[config.mk]
export PLATFORM = sky130hd
export DESIGN_NAME = ext_bus_arbiter
export DESIGN_NICKNAME = d
export VERILOG_FILES = /design/src/rtl/ext_bus_pkg.sv /design/src/rtl/ext_bus_rr_pick.sv /design/src/rtl/ext_bus_arbiter.sv
export SDC_FILE = /design/constraint.sdc
export NUM_CORES = 1
export LEC_CHECK = 0
export CAP_MARGIN = 20
export CORE_MARGIN = 2
export CORE_UTILIZATION = 38
export CTS_CLUSTER_SIZE = 14
export DETAILED_ROUTE_END_ITERATION = 6
export HOLD_SLACK_MARGIN = 0.03
export PLACE_DENSITY = 0.8
export SLEW_MARGIN = 20
export SYNTH_ARGS = -nofsm -noshare
export SYNTH_HDL_FRONTEND = slang
export SYNTH_SLANG_ARGS = --single-unit
[constraint.sdc]
create_clock -name clk -period 2.05 [get_ports clk]
set_input_delay 0.41 -clock clk [delete_from_list [all_inputs] [get_ports clk]]
set_output_delay 0.41 -clock clk [all_outputs]
set_load 0.02 [all_outputs]
[src/rtl/ext_bus_pkg.sv]
// Shared types and default geometry for the MACPU external bus arbiter.
package ext_bus_pkg;

  typedef enum logic [1:0] {
    ST_IDLE = 2'd0,
    ST_ADDR = 2'd1,
    ST_WAIT = 2'd2,
    ST_DONE = 2'd3
  } state_t;

  localparam int DEF_ADDR_W      = 16;
  localparam int DEF_DATA_W      = 16;
  localparam int DEF_WAIT_CYCLES = 2;

endpackage

[src/rtl/ext_bus_rr_pick.sv]
// Two-way round-robin selector: with both requesting, the one not served last wins.
module ext_bus_rr_pick (
  input  logic [1:0] req,
  input  logic       last,
  output logic [1:0] gnt
);

  always_comb begin
    gnt = req;
    if (req == 2'b11) gnt = last ? 2'b01 : 2'b10;
  end

endmodule

[src/rtl/ext_bus_arbiter.sv]
// Arbitrates the external pin bus between the CPU core (0) and a DMA master (1),
// sequencing each access as ADDR, WAIT_CYCLES wait phases, then DONE.
module ext_bus_arbiter
  import ext_bus_pkg::*;
#(
  parameter int ADDR_W      = DEF_ADDR_W,
  parameter int DATA_W      = DEF_DATA_W,
  parameter int WAIT_CYCLES = DEF_WAIT_CYCLES
) (
  input  logic                clk,
  input  logic                n_rst,
  input  logic [1:0]          i_req,
  input  logic [1:0]          i_we,
  input  logic [1:0]          i_lock_req,
  input  logic [2*ADDR_W-1:0] i_addr,
  input  logic [2*DATA_W-1:0] i_wdata,
  output logic [1:0]          o_gnt,
  output logic [1:0]          o_ack,
  output logic [DATA_W-1:0]   o_rdata,
  output logic                o_rw,
  output logic [ADDR_W-1:0]   o_addr,
  output logic [DATA_W-1:0]   o_data,
  output logic                o_data_oe,
  input  logic [DATA_W-1:0]   i_data,
  output logic                o_lock,
  output logic                o_lock_oe,
  input  logic                i_lock,
  output logic [1:0]          o_state
);

  // Handshake: a requester raises i_req with its we/addr/wdata/lock_req stable
  // and keeps it up until it sees its o_ack pulse. Everything is latched at
  // grant, so a request withdrawn mid-access still completes and acks.

  localparam int CNT_W = (WAIT_CYCLES > 1) ? $clog2(WAIT_CYCLES) : 1;

  state_t              state_q, state_d;
  logic [CNT_W-1:0]    cnt_q;
  logic                owner_q, last_q, we_q, lock_q;
  logic [1:0]          gnt_q;
  logic [ADDR_W-1:0]   addr_q;
  logic [DATA_W-1:0]   wdata_q, rdata_q;
  logic [1:0]          pick, grant_vec;
  logic                grant_fire, release_fire, wait_last, sel;

  ext_bus_rr_pick u_pick (
    .req  (i_req),
    .last (last_q),
    .gnt  (pick)
  );

  assign wait_last = (cnt_q == CNT_W'(WAIT_CYCLES - 1));
  assign sel       = grant_vec[1];

  always_ff @(posedge clk or negedge n_rst) begin
    if (!n_rst) state_q <= ST_IDLE;
    else        state_q <= state_d;
  end

  always_comb begin
    state_d      = state_q;
    grant_vec    = 2'b00;
    grant_fire   = 1'b0;
    release_fire = 1'b0;
    case (state_q)
      ST_IDLE: begin
        // While we hold the lock only the owner may be granted; it gives the
        // lock up by idling with neither req nor lock_req.
        if (lock_q) begin
          if (i_req[owner_q])             grant_vec = owner_q ? 2'b10 : 2'b01;
          else if (!i_lock_req[owner_q])  release_fire = 1'b1;
        end else if (!i_lock) begin
          grant_vec = pick;
        end
        grant_fire = |grant_vec;
        if (grant_fire) state_d = ST_ADDR;
      end
      ST_ADDR: state_d = ST_WAIT;
      ST_WAIT: if (wait_last) state_d = ST_DONE;
      ST_DONE: state_d = ST_IDLE;
      default: state_d = ST_IDLE;
    endcase
  end

  always_ff @(posedge clk or negedge n_rst) begin
    if (!n_rst) begin
      cnt_q   <= '0;
      owner_q <= 1'b0;
      last_q  <= 1'b1;
      we_q    <= 1'b0;
      lock_q  <= 1'b0;
      gnt_q   <= 2'b00;
      addr_q  <= '0;
      wdata_q <= '0;
      rdata_q <= '0;
    end else begin
      if (grant_fire) begin
        gnt_q   <= grant_vec;
        owner_q <= sel;
        last_q  <= sel;
        we_q    <= i_we[sel];
        lock_q  <= i_lock_req[sel];
        addr_q  <= sel ? i_addr[2*ADDR_W-1:ADDR_W]   : i_addr[ADDR_W-1:0];
        wdata_q <= sel ? i_wdata[2*DATA_W-1:DATA_W] : i_wdata[DATA_W-1:0];
      end
      if (release_fire) begin
        lock_q <= 1'b0;
        gnt_q  <= 2'b00;
        last_q <= owner_q;
      end
      if (state_q == ST_DONE && !lock_q) gnt_q <= 2'b00;
      if (state_q == ST_ADDR) cnt_q <= '0;
      else if (state_q == ST_WAIT && !wait_last) cnt_q <= cnt_q + CNT_W'(1);
      if (state_q == ST_WAIT && wait_last && !we_q) rdata_q <= i_data;
    end
  end

  // Pin outputs come only from registers, so the state reset drops oe at once.
  assign o_gnt     = gnt_q;
  assign o_ack     = (state_q == ST_DONE) ? gnt_q : 2'b00;
  assign o_rdata   = rdata_q;
  assign o_rw      = we_q;
  assign o_addr    = addr_q;
  assign o_data    = wdata_q;
  assign o_data_oe = we_q && (state_q == ST_ADDR || state_q == ST_WAIT);
  assign o_lock    = lock_q;
  assign o_lock_oe = lock_q;
  assign o_state   = state_q;

endmodule

== Word level (Yosys, flattened, before mapping) ==
Index checks and enable logic that the tools add are counted.

* Register bits: 57
* Input bits: 89
* Output and inout port bits: 58
* Logic and storage cells: 70

* Add/subtract/negate cells: 1
* Order comparisons: 2
* Equality and inequality tests: 6
* Mux-type cells: 36
* Reductions and logical operators: 15

{| class="wikitable"
|+ Operator list
! kind !! count
|-
| $mux 16 || 2
|-
| $mux 2 || 14
|-
| $mux 1 || 19
|-
| $pmux 2 s4 || 1
|-
| $eq 2x2->1 const B || 3
|-
| $logic_and 1x1->1 || 5
|-
| $lt 1x2->1 const B || 2
|-
| $ne 2x2->1 const B || 2
|-
| $reduce_bool 2->1 || 2
|-
| $logic_not 1->1 || 3
|-
| $reduce_bool 3->1 || 1
|-
| $eq 2x1->1 const B || 1
|-
| $logic_not 2->1 || 1
|-
| $reduce_and 2->1 || 1
|-
| $reduce_or 2->1 || 1
|-
| $add 1x1->1 const B || 1
|-
| $logic_or 1x1->1 || 1
|}

== Longest topological paths before layout ==
* Depth after elaboration: 10
* Gate-level depth with buffers: 8

== Hierarchy ==
Synthesis repeated with hierarchy kept, for this count alone.

* Cells, all modules: 238
* Area, all modules: 2715.1 sq um

{| class="wikitable"
|+ By module, submodules not included
! module !! instances !! cells each !! area each (sq um) !! sequential area each (sq um)
|-
| ext_bus_arbiter || 1 || 235 || 2696.3 || 1427.6
|-
| ext_bus_rr_pick || 1 || 3 || 18.8 || 0.0
|}

== Least setup slack after synthesis ==
Ideal clock, no wire load.

* Path kind: register -> register
* Start point: register state_q[0], in the netlist o_state[0]
* End point: register lock_q, in the netlist o_lock
* Library setup time: 0.126 ns
* Arrival: 1.715 ns
* Required time: 1.924 ns
* Slack: 0.209 ns
* Stages on the path, launching flop included: 9
* Period minus slack after synthesis: 1.841 ns
* Cells stage by stage: dfrtp_1 -> inv_1 -> ha_1 -> clkbuf_1 -> nand2_1 -> a21oi_4 -> buf_6 -> mux2i_1 -> mux2i_1

* Word-level cells in the longest chain between the ends: 6
* Elaborated cells on any way between the ends: 9
* Classes of those cells: 7 x mux; 2 x reduce/logical

{| class="wikitable"
|+ Ends and longest elaborated chain
! item !! RTL line !! text
|-
| from (decl) || ext_bus_arbiter.sv:37 || <nowiki>state_t state_q, state_d;</nowiki>
|-
| from (signal assigned) || ext_bus_arbiter.sv:57 || <nowiki>else state_q <= state_d;</nowiki>
|-
| $logic_not 2->1 * || ext_bus_arbiter.sv:65 || <nowiki>case (state_q)</nowiki>
|-
| $mux 2 || ext_bus_arbiter.sv:65 ||
|-
| $mux 1 (implied by the code) (2 in a row) || ext_bus_arbiter.sv:102 || <nowiki>lock_q <= i_lock_req[sel];</nowiki>
|-
| $mux 1 || ext_bus_arbiter.sv:97 || <nowiki>if (grant_fire) begin</nowiki>
|-
| $mux 1 || ext_bus_arbiter.sv:106 || <nowiki>if (release_fire) begin</nowiki>
|-
| to (signal assigned) || ext_bus_arbiter.sv:102 ||
|-
| to (decl) || ext_bus_arbiter.sv:39 || <nowiki>logic owner_q, last_q, we_q, lock_q;</nowiki>
|}

Mark *: on every way between the ends. The rest lies on a longest branch, timed or not. The select of a mux whose other input is x is not followed.
A chain may end at the register's enable or synchronous reset.

== Worst setup path after layout ==
* Start point: register state_q[0], in the netlist o_state[0]
* End point: output port o_ack[0]

* Word-level cells in the longest chain between the ends: 2

{| class="wikitable"
|+ Ends and longest elaborated chain
! item !! RTL line !! text
|-
| $eq 2x2->1 || ext_bus_arbiter.sv:120 || <nowiki>assign o_ack = (state_q == ST_DONE) ? gnt_q : 2'b00;</nowiki>
|-
| $mux 2 || ext_bus_arbiter.sv:120 ||
|-
| to (decl) || ext_bus_arbiter.sv:18 || <nowiki>output logic [1:0] o_ack,</nowiki>
|}

No other way between the ends.

==> reports/metrics.csv <==
stage,metric,value,unit
cells_and_area,most-common-layout-cells,"clkdlybuf4s50_1, dfrtp_1, nand2b_1, o221a_2, mux2_2",
power,power.total,6720,uW
setup_path,critical_path_arrival,1.55,ns
cells_and_area,final_common_cell,clkdlybuf4s50_1,
power,seqPwrFrac,30.2,%
setup_path,cp_slowest_cell,dfrtp_1,
timing,max_freq,509,MHz
routing,vias,2224,
cells_and_area,layout-drive-gt1-share,22.8,%
run_status,status,finished clean,
floorplan,die_w,87.0,um
placed_design,port_buffers,146,
global_routing,antenna_found_initial,0,
clocking,clk_pin_slew,0.07,ns
power,power.internal,4370,uW
yosys,ys_seq_area_share,54.6,%
floorplan,start_util,38.9,%
setup_path,required,1.64,ns
floorplan,die_area,7560,um2
power,netSwitchingPower,2350,uW
global_routing,grt_max_degree,36,
yosys,synth_area,2620,um2
setup_path,crit_path_end_kind,output pin,
global_routing,grt_pass1_vias,2266,
global_routing,grt-ovfl-total,0,
clocking,cts_tree,yes,
placed_design,placed_cell_area,4230,um2
setup_path,r2r_start,o_state[0],
clocking,clockBufferDepth,2,
power,p_comb_share,52.0,%
routing,drc_errors,0,
timing,worstMarginPinSlew,0.596,ns
yosys,syn-num-nets,295,
setup_path,setup.worst_path.start_class,flop,
cells_and_area,layout.nets,452,
routing,wl,7.01,mm
routing,final_antenna_net_count,0,
timing,post-route-period-util,95.8,%
run,drv_cap,0,
global_routing,grt_pass1_wl,11.0,mm
power,ir_worst_vdd,784,uV
floorplan,coreArea,6720,um2
cells_and_area,antennaDiodeCount,0,
setup_path,crit_path_start,o_state[0],
routing,dr.pass1.iters,4,
setup_path,path_class,flop to output pin,
clocking,htreeDepth,3,
routing,vias_per_cell,5.01,
power,p_leak,0.00176,uW
timing,setup_viol,0,
clocking,cts_setup_buffers,0,
cells_and_area,area_delta_synth_final,70.2,%
clocking,cts_buffers,9,
power,switching_share,35.0,%
setup_path,crit_chain,"buf_4, ha_1, and2_1, dlygate4sd2_1",
cells_and_area,design_area,4450,um2
setup_path,cp_max_fo,4,
yosys,ys_ff_latch,57,
floorplan,pin_count,147,
floorplan,rows,30,
yosys,ys_warn_count,0,
yosys,ys_types,35,
hold_path,hold_path_class,primary input to asynchronous set/reset pin,
timing,finalClockSkew,0.00690,ns
clocking,clkLatencyLatePin,0.33,ns
yosys,synthCells,202,
clocking,cts_root_buffer,clkbuf_8,
power,p_per_area,1510,nW/um2
placed_design,gp_congestion,0.895,
placed_design,hpwlAfterDp,5.37,mm
power,p_clk_share,17.7,%
setup_path,cp.buffers_inverters,2,
floorplan,die_h,87.0,um
yosys,avgSynthCellArea,13.0,um2
timing,relSlewSlack,60.3,%
setup_path,cpLargestDelayFamily,buffers and inverters,
timing,hold_viol,0,
timing,min_period,1.96,ns
routing,wl_per_cell,15.8,um
routing,drt_iter0_drc,99,
clocking,ctsHoldBuffers,0,
timing,maxSlewViolCount,0,
setup_path,slowest_delay,0.38,ns
global_routing,grt_usage,19.1,%
timing,fin_setup_tns,0,ns
clocking,cts.sinks,57,
timing,rsz0062_at_grt,false,
## logic make-up after synthesis
family                   count (synthesis)  synth area share [%]
flip-flops                              57                  54.6
AND/OR/NAND/NOR                         55                  12.7
AO/OA/AOI/OAI                           52                  19.7
multiplexers                            18                  7.65
buffers and inverters                   16                  3.44
adder cells (fa/ha/maj)                  4                  1.91
## metrics by stage
stage | hold WS, ns | utilization (%) | instances | setup slack [ns]
2_1_floorplan | 0.114 | - | 202 | 0.209
3_3_place_gp | 0.446 | 62.9 | 428 | 0.159
3_5_place_dp | 0.453 | 62.9 | 428 | 0.0613
4_1_cts | 0.0888 | 66.2 | 444 | 0.0504
5_1_grt | 0.108 | 66.3 | 444 | 0.000554
6_report | 0.0811 | 66.3 | 444 | 0.0869
## layout make-up
cell class              instances  area, um2
repair buffers                158       1580
clock buffers                  11        151
fillers                       531       2270
inverters                       4       15.0
flip-flops and latches         57       1430
clock inverters                 5       77.6
well taps                      80        100
multi-input cells             129       1100
## worst reg2reg max path: stages, from the launching register on
cell	delay, ns
dfrtp_1	0.38
inv_1	0.10
ha_1	0.33
nand2_1	0.16
a21oi_4	0.20
buf_4	0.20
nand2b_1	0.07
o221a_2	0.12
## Yosys cell counts
| master | number | share of area [%] |
|---|---|---|
| dfrtp_1 | 56 | 54 |
| nand2b_1 | 36 | 8.6 |
| o221a_2 | 33 | 14 |
| mux2_2 | 16 | 6.9 |
| buf_2 | 6 | 1.1 |
| nand2_1 | 6 | 0.86 |
| buf_4 | 4 | 1.1 |
| ha_1 | 4 | 1.9 |
| inv_1 | 4 | 0.57 |
| a21o_1 | 3 | 0.86 |
| a21oi_1 | 3 | 0.57 |
| and2_1 | 3 | 0.72 |
| o21ai_0 | 3 | 0.57 |
| mux2i_1 | 2 | 0.77 |
| nand3b_1 | 2 | 0.57 |
| nor2_1 | 2 | 0.29 |
| a211o_1 | 1 | 0.33 |
| a21oi_4 | 1 | 0.62 |
| a311o_1 | 1 | 0.38 |
| a31oi_1 | 1 | 0.24 |
| and4_1 | 1 | 0.33 |
| buf_6 | 1 | 0.43 |
| clkbuf_1 | 1 | 0.14 |
| dfstp_2 | 1 | 1.0 |
| nand3_2 | 1 | 0.38 |
| nor2_2 | 1 | 0.24 |
| nor2b_1 | 1 | 0.24 |
| nor3_1 | 1 | 0.19 |
| nor3b_1 | 1 | 0.29 |
| o211ai_1 | 1 | 0.29 |
| o211ai_2 | 1 | 0.48 |
| o21a_1 | 1 | 0.29 |
| o221ai_1 | 1 | 0.33 |
| o22ai_1 | 1 | 0.24 |
| o31ai_1 | 1 | 0.29 |
## path summary, 6_finish.rpt
path	endpoint	slack (ns)	cells past startpoint
min in group clk	o_rdata[9]	0.51	1
max in group asynchronous	o_addr[13]	1.38	2
min	o_addr[9]	0.08	1
max	o_ack[0]	0.09	4
min reg2reg	o_rdata[9]	0.51	1
max reg2reg	o_addr[4]	0.37	7
## flip-flops by register name (all words and copies together), names as in the netlist
name     count
o_state      2
o_rw         1
o_rdata     16
o_data      16
o_addr      16
o_gnt        2
cnt_q        1
owner_q      1
last_q       1
o_lock       1
## power groups by stage
stage               combinational (uW)  sequential (uW)  clock [uW]
finish                            3500             2030        1190
global route                      3750             2100        1280
CTS                               3540             2040        1210
detailed placement                3550             2050           0
global placement                  3480             2030           0
floorplan                         1300             2650           0
## repair_timing
action                                 4_1_cts  5_1_grt
setup endpoints to repair                    3        1
endpoints found under the hold margin        0        0
gates resized for setup                      3        1
## layer usage
metal  vias to the layer above  share of wire (%)  global-route usage, %
li1                       1068                  -                      -
met1                      1048                 41                   23.2
met2                        96                 49                   32.4
met3                        12                8.2                   4.93
met4                         0                1.4                   7.39
met5                         -                  0                      0
Power figures use the tool's default switching activity.
